[config.mk]
export PLATFORM = sky130hd
export DESIGN_NAME = jt12_chmix
export DESIGN_NICKNAME = d
export VERILOG_FILES = /design/src/rtl/jt12_mix_pkg.sv /design/src/rtl/jt12_mix_sat.sv /design/src/rtl/jt12_chmix.sv
export SDC_FILE = /design/constraint.sdc
export NUM_CORES = 1
export LEC_CHECK = 0
export CORE_MARGIN = 2
export CORE_UTILIZATION = 65
export DETAILED_ROUTE_END_ITERATION = 12
export DONT_BUFFER_PORTS = 1
export GPL_TIMING_DRIVEN = 0
export PLACE_DENSITY_LB_ADDON = 0.05
export SLEW_MARGIN = 10
export SYNTH_ARGS = -nofsm -noshare
export SYNTH_HDL_FRONTEND = slang
export SYNTH_SLANG_ARGS = --single-unit
[constraint.sdc]
create_clock -name clk -period 8.4 [get_ports clk]
set_clock_uncertainty 0.1 [all_clocks]
set_input_delay 1.26 -clock clk [delete_from_list [all_inputs] [get_ports clk]]
set_output_delay 1.26 -clock clk [all_outputs]
set_load 0.01 [all_outputs]
[src/rtl/jt12_mix_pkg.sv]
// Shared types for the jt12 channel mixer: FSM state encoding and the
// accumulator width helper used to size the MAC datapath.
package jt12_mix_pkg;

    typedef enum logic [1:0] {
        ST_IDLE = 2'd0,
        ST_MAC  = 2'd1,
        ST_OUT  = 2'd2
    } mix_state_t;

    // Headroom for chn full-scale products of signed(inw) x unsigned(gainw)
    function automatic int mix_accw(input int inw, input int gainw, input int chn);
        return inw + gainw + 1 + $clog2(chn);
    endfunction

endpackage

[src/rtl/jt12_mix_sat.sv]
// Combinational fixed-point scaler: arithmetic right shift by gfrac (floor),
// then saturation from accw bits to outw bits; over flags a clamped result.
module jt12_mix_sat #(
    parameter int accw  = 27,
    parameter int outw  = 16,
    parameter int gfrac = 4
) (
    input  logic signed [accw-1:0] acc,
    output logic signed [outw-1:0] y,
    output logic                   over
);

    logic signed [accw-1:0] r;

    // Shift then clamp whenever the bits above the output sign differ from it
    always_comb begin
        r    = acc >>> gfrac;
        over = 1'b0;
        y    = r[outw-1:0];
        if (r[accw-1:outw-1] != {(accw-outw+1){r[accw-1]}}) begin
            over = 1'b1;
            if (r[accw-1]) begin
                y = {1'b1, {(outw-1){1'b0}}};
            end else begin
                y = {1'b0, {(outw-1){1'b1}}};
            end
        end else begin
            over = 1'b0;
            y    = r[outw-1:0];
        end
    end

endmodule

[src/rtl/jt12_chmix.sv]
// Time-multiplexed weighted channel mixer: snapshot on cen_in, one MAC per
// clock, saturated output. Optional sticky clip flag under JT12_MIX_CLIP_EN.
module jt12_chmix
    import jt12_mix_pkg::*;
#(
    parameter int inw   = 16,
    parameter int chn   = 4,
    parameter int gainw = 8,
    parameter int gfrac = 4,
    parameter int outw  = 16
) (
    input  logic                    clk,
    input  logic                    rst,
    input  logic                    cen_in,
    input  logic [chn*inw-1:0]      ch_in,
    input  logic [chn*gainw-1:0]    gain,
    input  logic [chn-1:0]          ch_en,
    output logic signed [outw-1:0]  snd_out,
    output logic                    valid,
    output logic                    busy
`ifdef JT12_MIX_CLIP_EN
    ,
    output logic                    clip,
    input  logic                    clip_clr
`endif
);

    localparam int accw = mix_accw(inw, gainw, chn);
    localparam int iw   = $clog2(chn);
    localparam int pw   = inw + gainw + 1;

    mix_state_t state, next_state;

    logic [chn*inw-1:0]      ch_s;
    logic [chn*gainw-1:0]    gain_s;
    logic [chn-1:0]          ch_en_s;
    logic signed [accw-1:0]  acc;
    logic [iw-1:0]           idx;

    logic signed [inw-1:0]   cur_ch;
    logic [gainw-1:0]        cur_gain;
    logic                    cur_en;
    logic signed [pw-1:0]    prod;
    logic signed [outw-1:0]  sat_y;
    logic                    sat_over;

    // Select the current channel and form its product; gain is treated as a positive signed value
    always_comb begin
        cur_ch   = ch_s[int'(idx)*inw +: inw];
        cur_gain = gain_s[int'(idx)*gainw +: gainw];
        cur_en   = ch_en_s[idx];
        if (cur_en) begin
            prod = pw'(cur_ch) * pw'($signed({1'b0, cur_gain}));
        end else begin
            prod = {pw{1'b0}};
        end
    end

    // FSM state register
    always_ff @(posedge clk or posedge rst) begin
        if (rst) begin
            state <= ST_IDLE;
        end else begin
            state <= next_state;
        end
    end

    // FSM next-state logic
    always_comb begin
        next_state = state;
        case (state)
            ST_IDLE: begin
                if (cen_in) begin
                    next_state = ST_MAC;
                end else begin
                    next_state = ST_IDLE;
                end
            end
            ST_MAC: begin
                if (idx == iw'(chn-1)) begin
                    next_state = ST_OUT;
                end else begin
                    next_state = ST_MAC;
                end
            end
            ST_OUT:  next_state = ST_IDLE;
            default: next_state = ST_IDLE;
        endcase
    end

    // Snapshot registers, accumulator and channel index
    always_ff @(posedge clk or posedge rst) begin
        if (rst) begin
            ch_s    <= {(chn*inw){1'b0}};
            gain_s  <= {(chn*gainw){1'b0}};
            ch_en_s <= {chn{1'b0}};
            acc     <= {accw{1'b0}};
            idx     <= {iw{1'b0}};
        end else begin
            case (state)
                ST_IDLE: begin
                    if (cen_in) begin
                        ch_s    <= ch_in;
                        gain_s  <= gain;
                        ch_en_s <= ch_en;
                        acc     <= {accw{1'b0}};
                        idx     <= {iw{1'b0}};
                    end
                end
                ST_MAC: begin
                    acc <= acc + accw'(prod);
                    idx <= idx + iw'(1);
                end
                default: ;
            endcase
        end
    end

    jt12_mix_sat #(
        .accw  (accw),
        .outw  (outw),
        .gfrac (gfrac)
    ) u_sat (
        .acc  (acc),
        .y    (sat_y),
        .over (sat_over)
    );

    // Registered outputs: busy spans the mix, valid pulses after the OUT edge
    always_ff @(posedge clk or posedge rst) begin
        if (rst) begin
            snd_out <= {outw{1'b0}};
            valid   <= 1'b0;
            busy    <= 1'b0;
        end else begin
            valid <= 1'b0;
            case (state)
                ST_IDLE: begin
                    if (cen_in) begin
                        busy <= 1'b1;
                    end
                end
                ST_OUT: begin
                    snd_out <= sat_y;
                    valid   <= 1'b1;
                    busy    <= 1'b0;
                end
                default: ;
            endcase
        end
    end

`ifdef JT12_MIX_CLIP_EN
    // Sticky clip flag; a set on the same edge as a clear takes priority
    always_ff @(posedge clk or posedge rst) begin
        if (rst) begin
            clip <= 1'b0;
        end else if (state == ST_OUT && sat_over) begin
            clip <= 1'b1;
        end else if (clip_clr) begin
            clip <= 1'b0;
        end
    end
`endif

endmodule

==> impl_metrics.tcl, run 1 <==
set metrics [dict create \
    outcome "finished, violations left" \
    failed_checks "DRC" \
    rows 49 \
    endpoint_kind "flip-flop" \
    antenna_found_initial 0 \
    cts_tree "yes" \
    routabilityCongestion 0.881 \
    numCtsBuffers 17 \
    max_stage_delay_ns 0.56 \
    viasPerCell 5.82 \
    met1Wirelength_um 11600 \
    cts-root-buf "clkbuf_16" \
    dr_wl_met3_um 1300 \
    grt_max_degree 89 \
    fmax_ghz 0.126 \
    syn_nets 1443 \
    ys_ff_latch 149 \
    max_slew_margin_pct 47.4 \
    routedWlPerCell_um 18.3 \
    yosysUniqueCellTypes 54 \
    place_hpwl_um 20200 \
    io_buffers 0 \
    netlist.area_leader.share_pct 31.0 \
    worstMarginPinSlew_ns 0.789 \
    cp_num_cells 31 \
    grt_pass1_wl_um 43600 \
    yosys.area_share.adder_pct 25.1 \
    synth_xor_area_share_pct 3.06 \
    yosysSeqAreaShare_pct 31.0 \
    start_util_pct 66.5 \
    cts.hold.buffers_added 0 \
    rr_worst_depth 31 \
    crit_path_start_kind "flip-flop" \
    critPathBufInv 6 \
    ant_nets 0 \
    cp_max_fo 10 \
    fin_crit_sh_pct 94.8 \
    fillCellCount 1319 \
    clockBufferDepth 2 \
    coreArea_um2 18100 \
    track_usage_pct 28.4 \
    synth_compound_area_share_pct 8.94 \
    worstSkewPairLatency_ns 0.43 \
    fp.dieArea_um2 19600 \
    yosysWarnings 0 \
    antenna_cells 0 \
    syn_inst 1161 \
    clock_sinks 149 \
    min_path_cells 2 \
    remaining_drc_errors 2 \
    mostFrequentLayoutCells "inv_1, dfrtp_1, nand2_1" \
    highest_layer "met4" \
    synth_area_leaders "dfrtp_1, fa_1, mux2_2" \
    synthMuxAreaShare_pct 14.1 \
    grt_pass1_vias 8444 \
    mappedNetlistArea_um2 12000 \
    drt_pass1_iterations 9 \
    drive_gt1_share_pct 15.3 \
    crit_type "flip-flop to flip-flop" \
    synth_edf_count 0 \
    r2r_slack_ns 0.44 \
    num_vias 8300 \
    synth_simple_gate_area_share_pct 11.3 \
    drt-initial-drc-count 459 \
    worst_slack_ns 0.439 \
    ios 121 \
    finalHoldViolCount 0 \
    finalWirelength_um 26100 \
    dr_wl_met2_um 12800 \
    area_delta_synth_final_pct 8.00 \
    tns_ns 0 \
    place_ws_ns -0.518 \
    syn_avg_cell_area_um2 10.4 \
    arrival_ns 8.20 \
    post-route-min-period_ns 7.96 \
    worstPathRequired_ns 8.64 \
    ys_async_sr_fraction_pct 100 \
    clk_pin_slew_ns 0.07 \
    crit_family "adder cells" \
    cp_common_cell "o21ai_0" \
    fin_nets 1465 \
    htreeDepth 4 \
    slew_violations 0 \
    max_cap_viol_count 0 \
    synth_top_cell_by_area "dfrtp_1" \
    die_w_um 140 \
    hold_class "flip-flop to flip-flop" \
    fp.dieH_um 140 \
    synth_top_family_by_area "adder cells" \
    final_common_cell "inv_1" \
    setup_viol 0 \
    synth_ff_type "dfrtp_1" \
    worst_path_max_delay_cell "fa_1" \
    grt-ovfl-total 0 \
]
[what timing repair did]
action	in CTS	in global routing
gates resized for setup	7	21
endpoints found under the setup margin	8	8
buffers inserted	0	2
pin swaps	0	0
endpoints found under the hold margin	0	0
[cells by family after synthesis]
family / Yosys count
XOR/XNOR: 42
buffers and inverters: 207
AND/OR/NAND/NOR: 282
multiplexers: 127
adder cells (fa/ha/maj): 180
flip-flops: 149
AO/OA/AOI/OAI: 174
[area by class of cell]
cell class	instances	area (µm²)	area share [%]
multi-input cells	805	7530	57.9
flip-flops and latches	149	3730	28.7
inverters	167	634	4.88
clock buffers	20	447	3.44
well taps	229	287	2.21
plain buffers	40	180	1.39
clock inverters	12	144	1.11
repair buffers	3	42.5	0.327
[Yosys cell counts (18+ instances only)]
cell	n
mux2_2	102
a21oi_1	35
clkbuf_1	34
ha_1	76
xor2_1	18
inv_1	167
dfrtp_1	149
xnor2_1	24
a21o_1	19
fa_1	103
o21ai_0	74
nand2_1	131
nor2_1	37
and2_1	62
mux4_2	24
[per-layer routing]
metal | GRT usage [%] | up-vias
met2 | 46.7 | 171
met1 | 39.7 | 4211
met5 | 0 | -
met4 | 6.11 | 0
li1 | - | 3894
met3 | 5.81 | 24
[metrics by stage]
stage | hold slack [ns] | util (%) | cell area [µm²] | instances
floorplan | 0.356 | - | 12000 | 1161
global placement | 0.377 | 68.1 | 12300 | 1390
detailed placement | 0.383 | 68.3 | 12300 | 1391
CTS | 0.399 | 71.6 | 13000 | 1423
global route | 0.415 | 71.8 | 13000 | 1425
finish | 0.391 | 71.8 | 13000 | 1425
[sequential cells by signal (all words and copies together) (netlist names)]
signal   cells
acc         27
busy         1
ch_en_s      4
ch_s        64
gain_s      32
idx          2
snd_out     16
state        2
valid        1
[worst min-delay path: stages, from the launching register on]
cell and delay [ns]:
dfrtp_1 0.34, nand2_1 0.05, o21ai_0 0.06
[final timing paths]
check                       start          to
min in group asynchronous     rst  gain_s[27]
max in group asynchronous     rst    ch_s[16]
hold reg to reg            acc[2]      acc[2]
hold / removal             acc[2]      acc[2]
setup / recovery           idx[1]     acc[25]
setup reg to reg           idx[1]     acc[25]
Power of run 1 is left out: the tool's default activity adds up to more than one toggle a clock period on the data nets, which glitch-free logic cannot reach.
==> inputs of run 2 (changes only) <==
Settings changed: CORE_ASPECT_RATIO set to 1.2, RECOVER_POWER set to 25.
==> impl_metrics.tcl, run 2 (synthesis results as in run 1) <==
set metrics [dict create \
    endpoint_kind "flip-flop" \
    slew_violations 152 \
    fin_nets 1462 \
    crit_type "flip-flop to flip-flop" \
    hold_start "acc[2]" \
    largest_register "ch_s" \
    antenna_cells 0 \
    crit_path_start_kind "flip-flop" \
    rr_worst_depth 30 \
    clk_pin_slew_ns 0.07 \
    largest_reg_flops 64 \
    drt-initial-drc-count 364 \
    numCtsBuffers 17 \
    final_common_cell "inv_1" \
    coreArea_um2 18200 \
    grt_pass1_wl_um 41300 \
    fp.dieArea_um2 19600 \
    fp.dieH_um 153 \
    grt-ovfl-total 0 \
    die_w_um 128 \
    drt_pass1_iterations 4 \
    rr_startpoint "idx[0]" \
    ant_nets 0 \
    grt_max_degree 108 \
    min_path_cells 2 \
    worst_path_max_delay_cell "mux4_2" \
    finalWirelength_um 25300 \
    io_buffers 0 \
    cts-root-buf "clkbuf_16" \
    r2r_slack_ns 0.49 \
    grt_pass1_vias 8470 \
    max_stage_delay_ns 0.65 \
    worstSkewPairLatency_ns 0.43 \
    htreeDepth 4 \
    routedWlPerCell_um 17.9 \
    mostFrequentLayoutCells "inv_1, dfrtp_1, nand2_1" \
    reg.largest.list "ch_s x64, gain_s x32, acc x27" \
    hold_class "flip-flop to flip-flop" \
    start_util_pct 66.2 \
    max_cap_viol_count 2 \
    clockBufferDepth 2 \
    num_vias 8049 \
    hold_end "acc[2]" \
    worstPathRequired_ns 8.61 \
    ios 121 \
    grt_util_met3_pct 6.83 \
    place_hpwl_um 20200 \
    viasPerCell 5.68 \
    worstMarginPinSlew_ns 4.61 \
    drive_gt1_share_pct 14.9 \
    busiest_layer "met2" \
    outcome "finished, violations left" \
    cts.hold.buffers_added 0 \
    area_delta_synth_final_pct 7.76 \
    track_usage_pct 27.1 \
    arrival_ns 8.12 \
    setup_viol 0 \
    cts_tree "yes" \
    remaining_drc_errors 0 \
    clock_sinks 149 \
    max_slew_margin_pct -207 \
    fin_crit_sh_pct 94.2 \
    cp_max_fo 10 \
    routabilityCongestion 0.884 \
    finalHoldViolCount 0 \
    rows 54 \
    fmax_ghz 0.126 \
    grt_use_met2_pct 47.4 \
    r2r_end "acc[26]" \
    fin_util_pct 71.3 \
    grtUsageMet1_pct 32.4 \
    failed_checks "capacitance limit, slew limit" \
    antenna_found_initial 0 \
    post-route-min-period_ns 7.91 \
]
[run 2: through the flow]
stage / instances / setup TNS [ns] / hold slack, ns / setup slack, ns / instance area (µm²)
global route: 1417 / -0.00189 / 0.416 / -0.00189 / 13000
CTS: 1417 / 0 / 0.396 / 0.0411 / 13000
finish: 1417 / 0 / 0.393 / 0.489 / 13000
global placement: 1385 / -0.718 / 0.379 / -0.305 / 12300
detailed placement: 1386 / -0.973 / 0.383 / -0.381 / 12300
floorplan: 1161 / 0 / 0.356 / 0.885 / 12000
[run 2: per-layer routing]
layer	wire, µm	up-vias
met5	0	-
li1	-	3873
met1	10500	3950
met2	12800	180
met4	709	0
met3	1400	46
[run 2: what timing repair did]
action / in CTS / in global routing
resized for setup: 6 / 16
setup endpoints to repair: 3 / 5
buffers inserted: 0 / 1
endpoints found under the hold margin: 0 / 0
[run 2: critical path, delay by kind of cell (launching register included)]
kind            cells  cell delay, ns
simple gates        4            0.54
mux                 1            0.65
flops               1            0.39
xor+xnor            1            0.16
compound gates     14            2.73
buf+inv             4            0.66
fa+ha+maj           6            2.55
[run 2: worst max-delay path by stage]
stage / from / endpoint / slack [ns]
floorplan: idx[0] / acc[25] / 0.88
global placement: idx[1] / acc[24] / -0.30
detailed placement: idx[1] / acc[24] / -0.38
CTS: idx[0] / acc[24] / 0.04
global route: idx[0] / acc[26] / -0.002
finish: idx[0] / acc[26] / 0.49
[run 2: layout make-up]
| type | count | area [µm²] |
|---|---|---|
| Multi-Input combinational cell | 805 | 7520 |
| Tap cell | 224 | 280 |
| Fill cell | 1333 | 5210 |
| Buffer | 38 | 165 |
| Clock buffer | 18 | 429 |
| Timing Repair Buffer | 2 | 20.0 |
| Inverter | 167 | 628 |
| Sequential cell | 149 | 3730 |
| Clock inverter | 14 | 185 |
Power of run 2 is left out for the same reason.
